--- config.mk ---
export PLATFORM = sky130hd
export DESIGN_NAME = pdi_byte_packer_flat
export DESIGN_NICKNAME = d
export VERILOG_FILES = /design/src/rtl/pdi_byte_packer_if.sv /design/src/rtl/pdi_byte_packer.sv /design/src/flat_wrapper.sv
export SDC_FILE = /design/constraint.sdc
export NUM_CORES = 1
export LEC_CHECK = 0
export BUFFER_PORTS_ARGS = -buffer_cell sky130_fd_sc_hd__buf_2
export CELL_PAD_IN_SITES_DETAIL_PLACEMENT = 1
export CELL_PAD_IN_SITES_GLOBAL_PLACEMENT = 1
export CORE_MARGIN = 1
export CORE_UTILIZATION = 50
export DETAILED_ROUTE_END_ITERATION = 8
export PLACE_DENSITY_LB_ADDON = 0.25
export REMOVE_ABC_BUFFERS = 1
export SYNTH_ARGS = -nofsm -noshare
export SYNTH_HDL_FRONTEND = slang
export SYNTH_SLANG_ARGS = --single-unit
export TNS_END_PERCENT = 30
--- constraint.sdc ---
create_clock -name clk -period 13.79 [get_ports clk]
set_input_delay 3.4475 -clock clk [delete_from_list [all_inputs] [get_ports clk]]
set_output_delay 3.4475 -clock clk [all_outputs]
set_load 0.02 [all_outputs]
--- src/rtl/pdi_byte_packer_if.sv ---
// Byte-in / word-out bus between the host, the packer and the Remus top level.
interface pdi_byte_packer_if #(
    parameter int unsigned BUSWIDTH = 32
);
    logic [7:0]          in_data;
    logic                in_valid;
    logic                in_ad;
    logic                in_last;
    logic                in_ready;
    logic [BUSWIDTH-1:0] pdi_data;
    logic                pdi_valid;
    logic                pdi_ready;
    logic                ad_valid;
    logic [2:0]          pdi_bytes;
    logic                pdi_last;

    modport master (
        output in_data, in_valid, in_ad, in_last, pdi_ready,
        input  in_ready, pdi_data, pdi_valid, ad_valid, pdi_bytes, pdi_last
    );

    modport slave (
        input  in_data, in_valid, in_ad, in_last, pdi_ready,
        output in_ready, pdi_data, pdi_valid, ad_valid, pdi_bytes, pdi_last
    );
endinterface

--- src/rtl/pdi_byte_packer.sv ---
// Packs an 8-bit AD/message byte stream into BUSWIDTH-bit words (first byte in the MSBs)
// and queues them in a small FIFO with ad/last/byte-count side information.
module pdi_byte_packer #(
    parameter int unsigned BUSWIDTH     = 32,
    parameter int unsigned BUSWIDTHBYTE = 4,
    parameter int unsigned DEPTH        = 2
) (
    input logic              clk,
    input logic              rst,
    pdi_byte_packer_if.slave bus
);
    localparam int unsigned IW = (BUSWIDTHBYTE > 1) ? $clog2(BUSWIDTHBYTE) : 1;
    localparam int unsigned PW = (DEPTH > 1) ? $clog2(DEPTH) : 1;
    localparam int unsigned CW = PW + 1;
    localparam logic [IW-1:0] LAST_IDX = IW'(BUSWIDTHBYTE - 1);

    logic [BUSWIDTH-1:0] r_acc;
    logic [IW-1:0]       r_idx;
    logic                r_ad;

    logic                r_split_pending;
    logic [7:0]          r_split_data;
    logic                r_split_ad;
    logic                r_split_last;

    logic [BUSWIDTH-1:0] r_mem_data  [DEPTH];
    logic                r_mem_ad    [DEPTH];
    logic [2:0]          r_mem_bytes [DEPTH];
    logic                r_mem_last  [DEPTH];
    logic [PW-1:0]       r_wptr;
    logic [PW-1:0]       r_rptr;
    logic [CW-1:0]       r_count;

    logic                w_not_full;
    logic                w_in_ready;
    logic                w_accept;
    logic                w_pop;
    logic                w_switch;
    logic                w_release;
    logic [BUSWIDTH-1:0] w_merged;
    logic [BUSWIDTH-1:0] w_split_word;

    logic                w_push;
    logic [BUSWIDTH-1:0] w_push_data;
    logic                w_push_ad;
    logic [2:0]          w_push_bytes;
    logic                w_push_last;
    logic [BUSWIDTH-1:0] w_acc_next;
    logic [IW-1:0]       w_idx_next;
    logic                w_ad_next;

    assign w_not_full = (r_count < CW'(DEPTH));
    assign w_in_ready = !rst && w_not_full && !r_split_pending;
    assign w_accept   = bus.in_valid && w_in_ready;
    assign w_pop      = (r_count != '0) && bus.pdi_ready;
    assign w_switch   = w_accept && (r_idx != '0) && (bus.in_ad != r_ad);
    assign w_release  = r_split_pending && w_not_full;

    // r_acc is cleared whenever a word closes, so unfilled low bytes are already zero.
    always_comb begin
        w_merged = r_acc;
        for (int unsigned b = 0; b < BUSWIDTHBYTE; b++) begin
            if (r_idx == IW'(b)) begin
                w_merged[BUSWIDTH-1-8*b -: 8] = bus.in_data;
            end
        end
        w_split_word                  = '0;
        w_split_word[BUSWIDTH-1 -: 8] = r_split_data;
    end

    always_comb begin
        w_push       = 1'b0;
        w_push_data  = r_acc;
        w_push_ad    = r_ad;
        w_push_bytes = '0;
        w_push_last  = 1'b0;
        w_acc_next   = r_acc;
        w_idx_next   = r_idx;
        w_ad_next    = r_ad;

        if (w_release) begin
            if (r_split_last) begin
                w_push       = 1'b1;
                w_push_data  = w_split_word;
                w_push_ad    = r_split_ad;
                w_push_bytes = 3'd1;
                w_push_last  = 1'b1;
                w_acc_next   = '0;
                w_idx_next   = '0;
            end else begin
                w_acc_next = w_split_word;
                w_idx_next = IW'(1);
            end
            w_ad_next = r_split_ad;
        end else if (w_switch) begin
            w_push       = 1'b1;
            w_push_data  = r_acc;
            w_push_ad    = r_ad;
            w_push_bytes = 3'(r_idx);
            w_push_last  = 1'b0;
            w_acc_next   = '0;
            w_idx_next   = '0;
        end else if (w_accept) begin
            w_ad_next = (r_idx == '0) ? bus.in_ad : r_ad;
            if ((r_idx == LAST_IDX) || bus.in_last) begin
                w_push       = 1'b1;
                w_push_data  = w_merged;
                w_push_ad    = w_ad_next;
                w_push_bytes = 3'(r_idx) + 3'd1;
                w_push_last  = bus.in_last;
                w_acc_next   = '0;
                w_idx_next   = '0;
            end else begin
                w_acc_next = w_merged;
                w_idx_next = r_idx + IW'(1);
            end
        end
    end

    always_ff @(posedge clk or posedge rst) begin
        if (rst) begin
            r_acc           <= '0;
            r_idx           <= '0;
            r_ad            <= 1'b0;
            r_split_pending <= 1'b0;
            r_split_data    <= '0;
            r_split_ad      <= 1'b0;
            r_split_last    <= 1'b0;
            r_wptr          <= '0;
            r_rptr          <= '0;
            r_count         <= '0;
            for (int unsigned i = 0; i < DEPTH; i++) begin
                r_mem_data[i]  <= '0;
                r_mem_ad[i]    <= 1'b0;
                r_mem_bytes[i] <= '0;
                r_mem_last[i]  <= 1'b0;
            end
        end else begin
            r_acc <= w_acc_next;
            r_idx <= w_idx_next;
            r_ad  <= w_ad_next;

            if (w_switch) begin
                r_split_pending <= 1'b1;
                r_split_data    <= bus.in_data;
                r_split_ad      <= bus.in_ad;
                r_split_last    <= bus.in_last;
            end else if (w_release) begin
                r_split_pending <= 1'b0;
            end

            if (w_push) begin
                r_mem_data[r_wptr]  <= w_push_data;
                r_mem_ad[r_wptr]    <= w_push_ad;
                r_mem_bytes[r_wptr] <= w_push_bytes;
                r_mem_last[r_wptr]  <= w_push_last;
                r_wptr              <= r_wptr + PW'(1);
            end
            if (w_pop) begin
                r_rptr <= r_rptr + PW'(1);
            end
            r_count <= r_count + CW'(w_push) - CW'(w_pop);
        end
    end

    assign bus.in_ready  = w_in_ready;
    assign bus.pdi_valid = (r_count != '0);
    assign bus.pdi_data  = r_mem_data[r_rptr];
    assign bus.ad_valid  = r_mem_ad[r_rptr];
    assign bus.pdi_bytes = r_mem_bytes[r_rptr];
    assign bus.pdi_last  = r_mem_last[r_rptr];
endmodule
--- src/flat_wrapper.sv ---
// flat-port wrapper written by rule: the top's interface ports become plain ports
module pdi_byte_packer_flat 
#(
    parameter int unsigned BUSWIDTH     = 32,
    parameter int unsigned BUSWIDTHBYTE = 4,
    parameter int unsigned DEPTH        = 2
)
  (clk, rst, bus_in_data, bus_in_valid, bus_in_ad, bus_in_last, bus_pdi_ready, bus_in_ready, bus_pdi_data, bus_pdi_valid, bus_ad_valid, bus_pdi_bytes, bus_pdi_last);
  pdi_byte_packer_if #(.BUSWIDTH(BUSWIDTH)) bus_i ();
  input logic clk;
  input logic rst;
  input wire logic [$bits(bus_i.in_data)-1:0] bus_in_data;
  input wire logic [$bits(bus_i.in_valid)-1:0] bus_in_valid;
  input wire logic [$bits(bus_i.in_ad)-1:0] bus_in_ad;
  input wire logic [$bits(bus_i.in_last)-1:0] bus_in_last;
  input wire logic [$bits(bus_i.pdi_ready)-1:0] bus_pdi_ready;
  output wire logic [$bits(bus_i.in_ready)-1:0] bus_in_ready;
  output wire logic [$bits(bus_i.pdi_data)-1:0] bus_pdi_data;
  output wire logic [$bits(bus_i.pdi_valid)-1:0] bus_pdi_valid;
  output wire logic [$bits(bus_i.ad_valid)-1:0] bus_ad_valid;
  output wire logic [$bits(bus_i.pdi_bytes)-1:0] bus_pdi_bytes;
  output wire logic [$bits(bus_i.pdi_last)-1:0] bus_pdi_last;
  assign bus_i.in_data = bus_in_data;
  assign bus_i.in_valid = bus_in_valid;
  assign bus_i.in_ad = bus_in_ad;
  assign bus_i.in_last = bus_in_last;
  assign bus_i.pdi_ready = bus_pdi_ready;
  assign bus_in_ready = bus_i.in_ready;
  assign bus_pdi_data = bus_i.pdi_data;
  assign bus_pdi_valid = bus_i.pdi_valid;
  assign bus_ad_valid = bus_i.ad_valid;
  assign bus_pdi_bytes = bus_i.pdi_bytes;
  assign bus_pdi_last = bus_i.pdi_last;
  pdi_byte_packer #(.BUSWIDTH(BUSWIDTH), .BUSWIDTHBYTE(BUSWIDTHBYTE), .DEPTH(DEPTH)) u_core (.clk(clk), .rst(rst), .bus(bus_i));
endmodule
==> metrics <==
status complete, no violations; via count roughly 4300; Critical Path Fanout Max 4; Tmin final 7.400 ns; Clock Tree Buf Depth 2; cell leakage power roughly 3.4 nW; clk slew on worst S/H paths ~0.05 ns; IO buf count 52; commonest non-fill, non-tap cell in the layout dfrtp_1; CTS tree done; worst hold slack around 0.48 ns; vias in the first global route ~4600; layout cells sized above 1 between 30% and 40%; worst path cell trace buf_2 > nor3_1 > buf_2; CP max stage delay approximately 0.19 ns; Worst-Margin Slew 1.270 ns; worst setup margin 6.390 ns; hold_buf cts 0; cell mode on critical path buf_2; Hold Vio Cnt, Final 0; Iter 0 DRT Violations ~220; first-pass GRT wire length roughly 25 mm; Worst setup SP type input port; Core Rows 40; clk_skew about 0.0066 ns; largest net degree at the start of global routing between 60 and 70; drt via density slightly below 6; cts bufs inserted 17; latest clock arrival within the worst-skew pair approximately 0.43 ns; pwr dens between 200 and 250 nW/um^2; CP top delay family buffers and inverters; maximum vdd drop roughly 120 uV; CTS H-tree lvls 4; max-cap violations 0; final wirelength approximately 15 mm; DRT antenna net count 0; Post-synth EDFFs 0; Pre-antenna DRT Iters 4; initial antenna violation count 0; Die W between 100 and 150 um; WP buf/inv 2; Max Clock Freq roughly 140 MHz; Syn Area/Cell 11.98 um^2; post-synthesis instance area 6182 um^2; number of setup violations in the final report 0; unrepaired setup endpoints after global routing false; worst relative slew slack between 10% and 20%; Yosys Warn Count 0; most frequent cells in the layout dfrtp_1 (124), mux2_2 (108), buf_2 (52); grt ovf 0; predominant post-synthesis flop cell dfrtp_1; async set-reset flop share out of synthesis between 90% and 100%; clock sink count 124; full die area 12810 um^2; Design Power around 1.4 mW; sequential area share after synthesis approximately half; Yosys cell types 54; Hold Crit Class flop to flop; Placement Setup Slack ~6.4 ns; Initial Utilization between 50% and 60%; CP Class input port to output pin; post-synthesis register bit count around 120; crit path max-delay cell type buf_2; # diodes 0; core region area between 10000 and 15000 um^2; routability congestion estimate between 0.8 and 0.9; # DRC 0; CP Capture Type output pin; # resized after CTS 0; All-Layer GR Usage between 20% and 30%; max-slew violations 0; root buffer cell clkbuf_16; Die Ht roughly 110 um; Required @ worst endpoint about 10 ns; TNS Setup 0 ns; IO Count 53; detailed-route wire length per cell 21.09 um; synthesis-to-finish area growth 13.03%; cell count after synthesis 516; fin nets 578; fin crit share around 54%; HPWL after DPL about 9.5 mm; CP arrival a little under 4 ns; Setup Fix Bufs, Post-CTS 0
-- Yosys cell counts (2+ instances only) --
master     count  share of area, %
nor2_1        28               1.7
o2bb2ai_1      8               1.1
clkbuf_1      14              0.85
buf_2          6              0.49
nor3_1        11              0.89
nand3_1       22               1.8
nand2_1       20               1.2
o21ai_0       34               2.8
inv_1         15              0.91
or2_2          3              0.30
mux2_4         5               1.2
dfrtp_1      124                50
mux2_2       108                20
a32o_1         3              0.49
a22o_1        10               1.4
o22ai_1        9              0.91
and2_1        13               1.3
mux2_1         2              0.36
ha_1           6               1.2
buf_6          5              0.91
buf_4          3              0.36
a22oi_1        8              0.97
a21oi_1       14               1.1
mux2i_1       13               2.1
xor2_1         3              0.43
-- kinds of logic (layout without fill, tap and decap cells) --
family / count (synthesis) / after routing / synth area share (%)
flip-flops: 124 / 124 / 50.19
multiplexers: 128 / 128 / 23.36
adder cells (fa/ha/maj): 6 / 6 / 1.214
XOR/XNOR: 4 / 4 / 0.6883
AND/OR/NAND/NOR: 108 / 108 / 9.371
AO/OA/AOI/OAI: 100 / 100 / 11.03
buffers and inverters: 46 / 99 / 4.149
-- path summary, 6_finish.rpt --
| kind | slack [ns] | start | endpoint | cells past startpoint |
|---|---|---|---|---|
| max in group asynchronous | 9.26 | rst | u_core.r_acc[9] | 3 |
| min in group asynchronous | 3.19 | rst | u_core.r_rptr | 2 |
| worst min register to register | 0.48 | u_core.r_mem_bytes[5] | u_core.r_mem_bytes[5] | 2 |
| worst min-delay path | 0.48 | u_core.r_mem_bytes[5] | u_core.r_mem_bytes[5] | 2 |
| worst max-delay path | 6.39 | rst | bus_in_ready | 3 |
| worst max register to register | 10.43 | u_core.r_idx[0] | u_core.r_acc[27] | 6 |
-- worst reg2reg max path, cell delays in order (launching register included) --
cell	delay (ns)
dfrtp_1	0.51
inv_1	0.14
ha_1	0.59
or2_1	0.45
nor2_1	0.98
o31ai_2	0.34
o2bb2ai_1	0.22
-- state kept, by name, summed over array words and instances, names as in the netlist, 2 cells and up --
register and flops:
u_core.r_acc 32, u_core.r_mem_last 2, u_core.r_mem_ad 2, u_core.r_count 2, u_core.r_mem_data 64, u_core.r_mem_bytes 6
u_core.r_split_data 8, u_core.r_idx 2
-- routing by layer --
metal	global-route usage, %	vias up	share of wire, %
li1	-	1948	-
met3	6.427	18	4.1
met2	43.48	76	51
met1	32.42	2225	44
met5	0	-	0
met4	10.26	0	1.2
-- layout make-up --
class                           count  area [um^2]
Tap cell                          147        183.9
Multi-Input combinational cell    346         2823
Timing Repair Buffer               54        275.3
Clock buffer                       30        544.3
Inverter                           15        58.81
Sequential cell                   124         3103
Fill cell                        1250         5024
-- power by group --
group	internal (mW)	total (mW)	leakage, nW	switching [mW]
Clock	0.261	0.410	0.267	0.149
Sequential	0.464	0.555	1.67	0.0904
Combinational	0.208	0.472	1.46	0.264
-- stage by stage --
stage	cells	util, %	instance area (um^2)
4_1_cts	716	58.18	6988
3_3_place_gp	686	53.65	6444
3_5_place_dp	686	53.65	6444
2_1_floorplan	485	-	5982
6_report	716	58.18	6988
5_1_grt	716	58.18	6988
(Power assumes the default switching activity.)
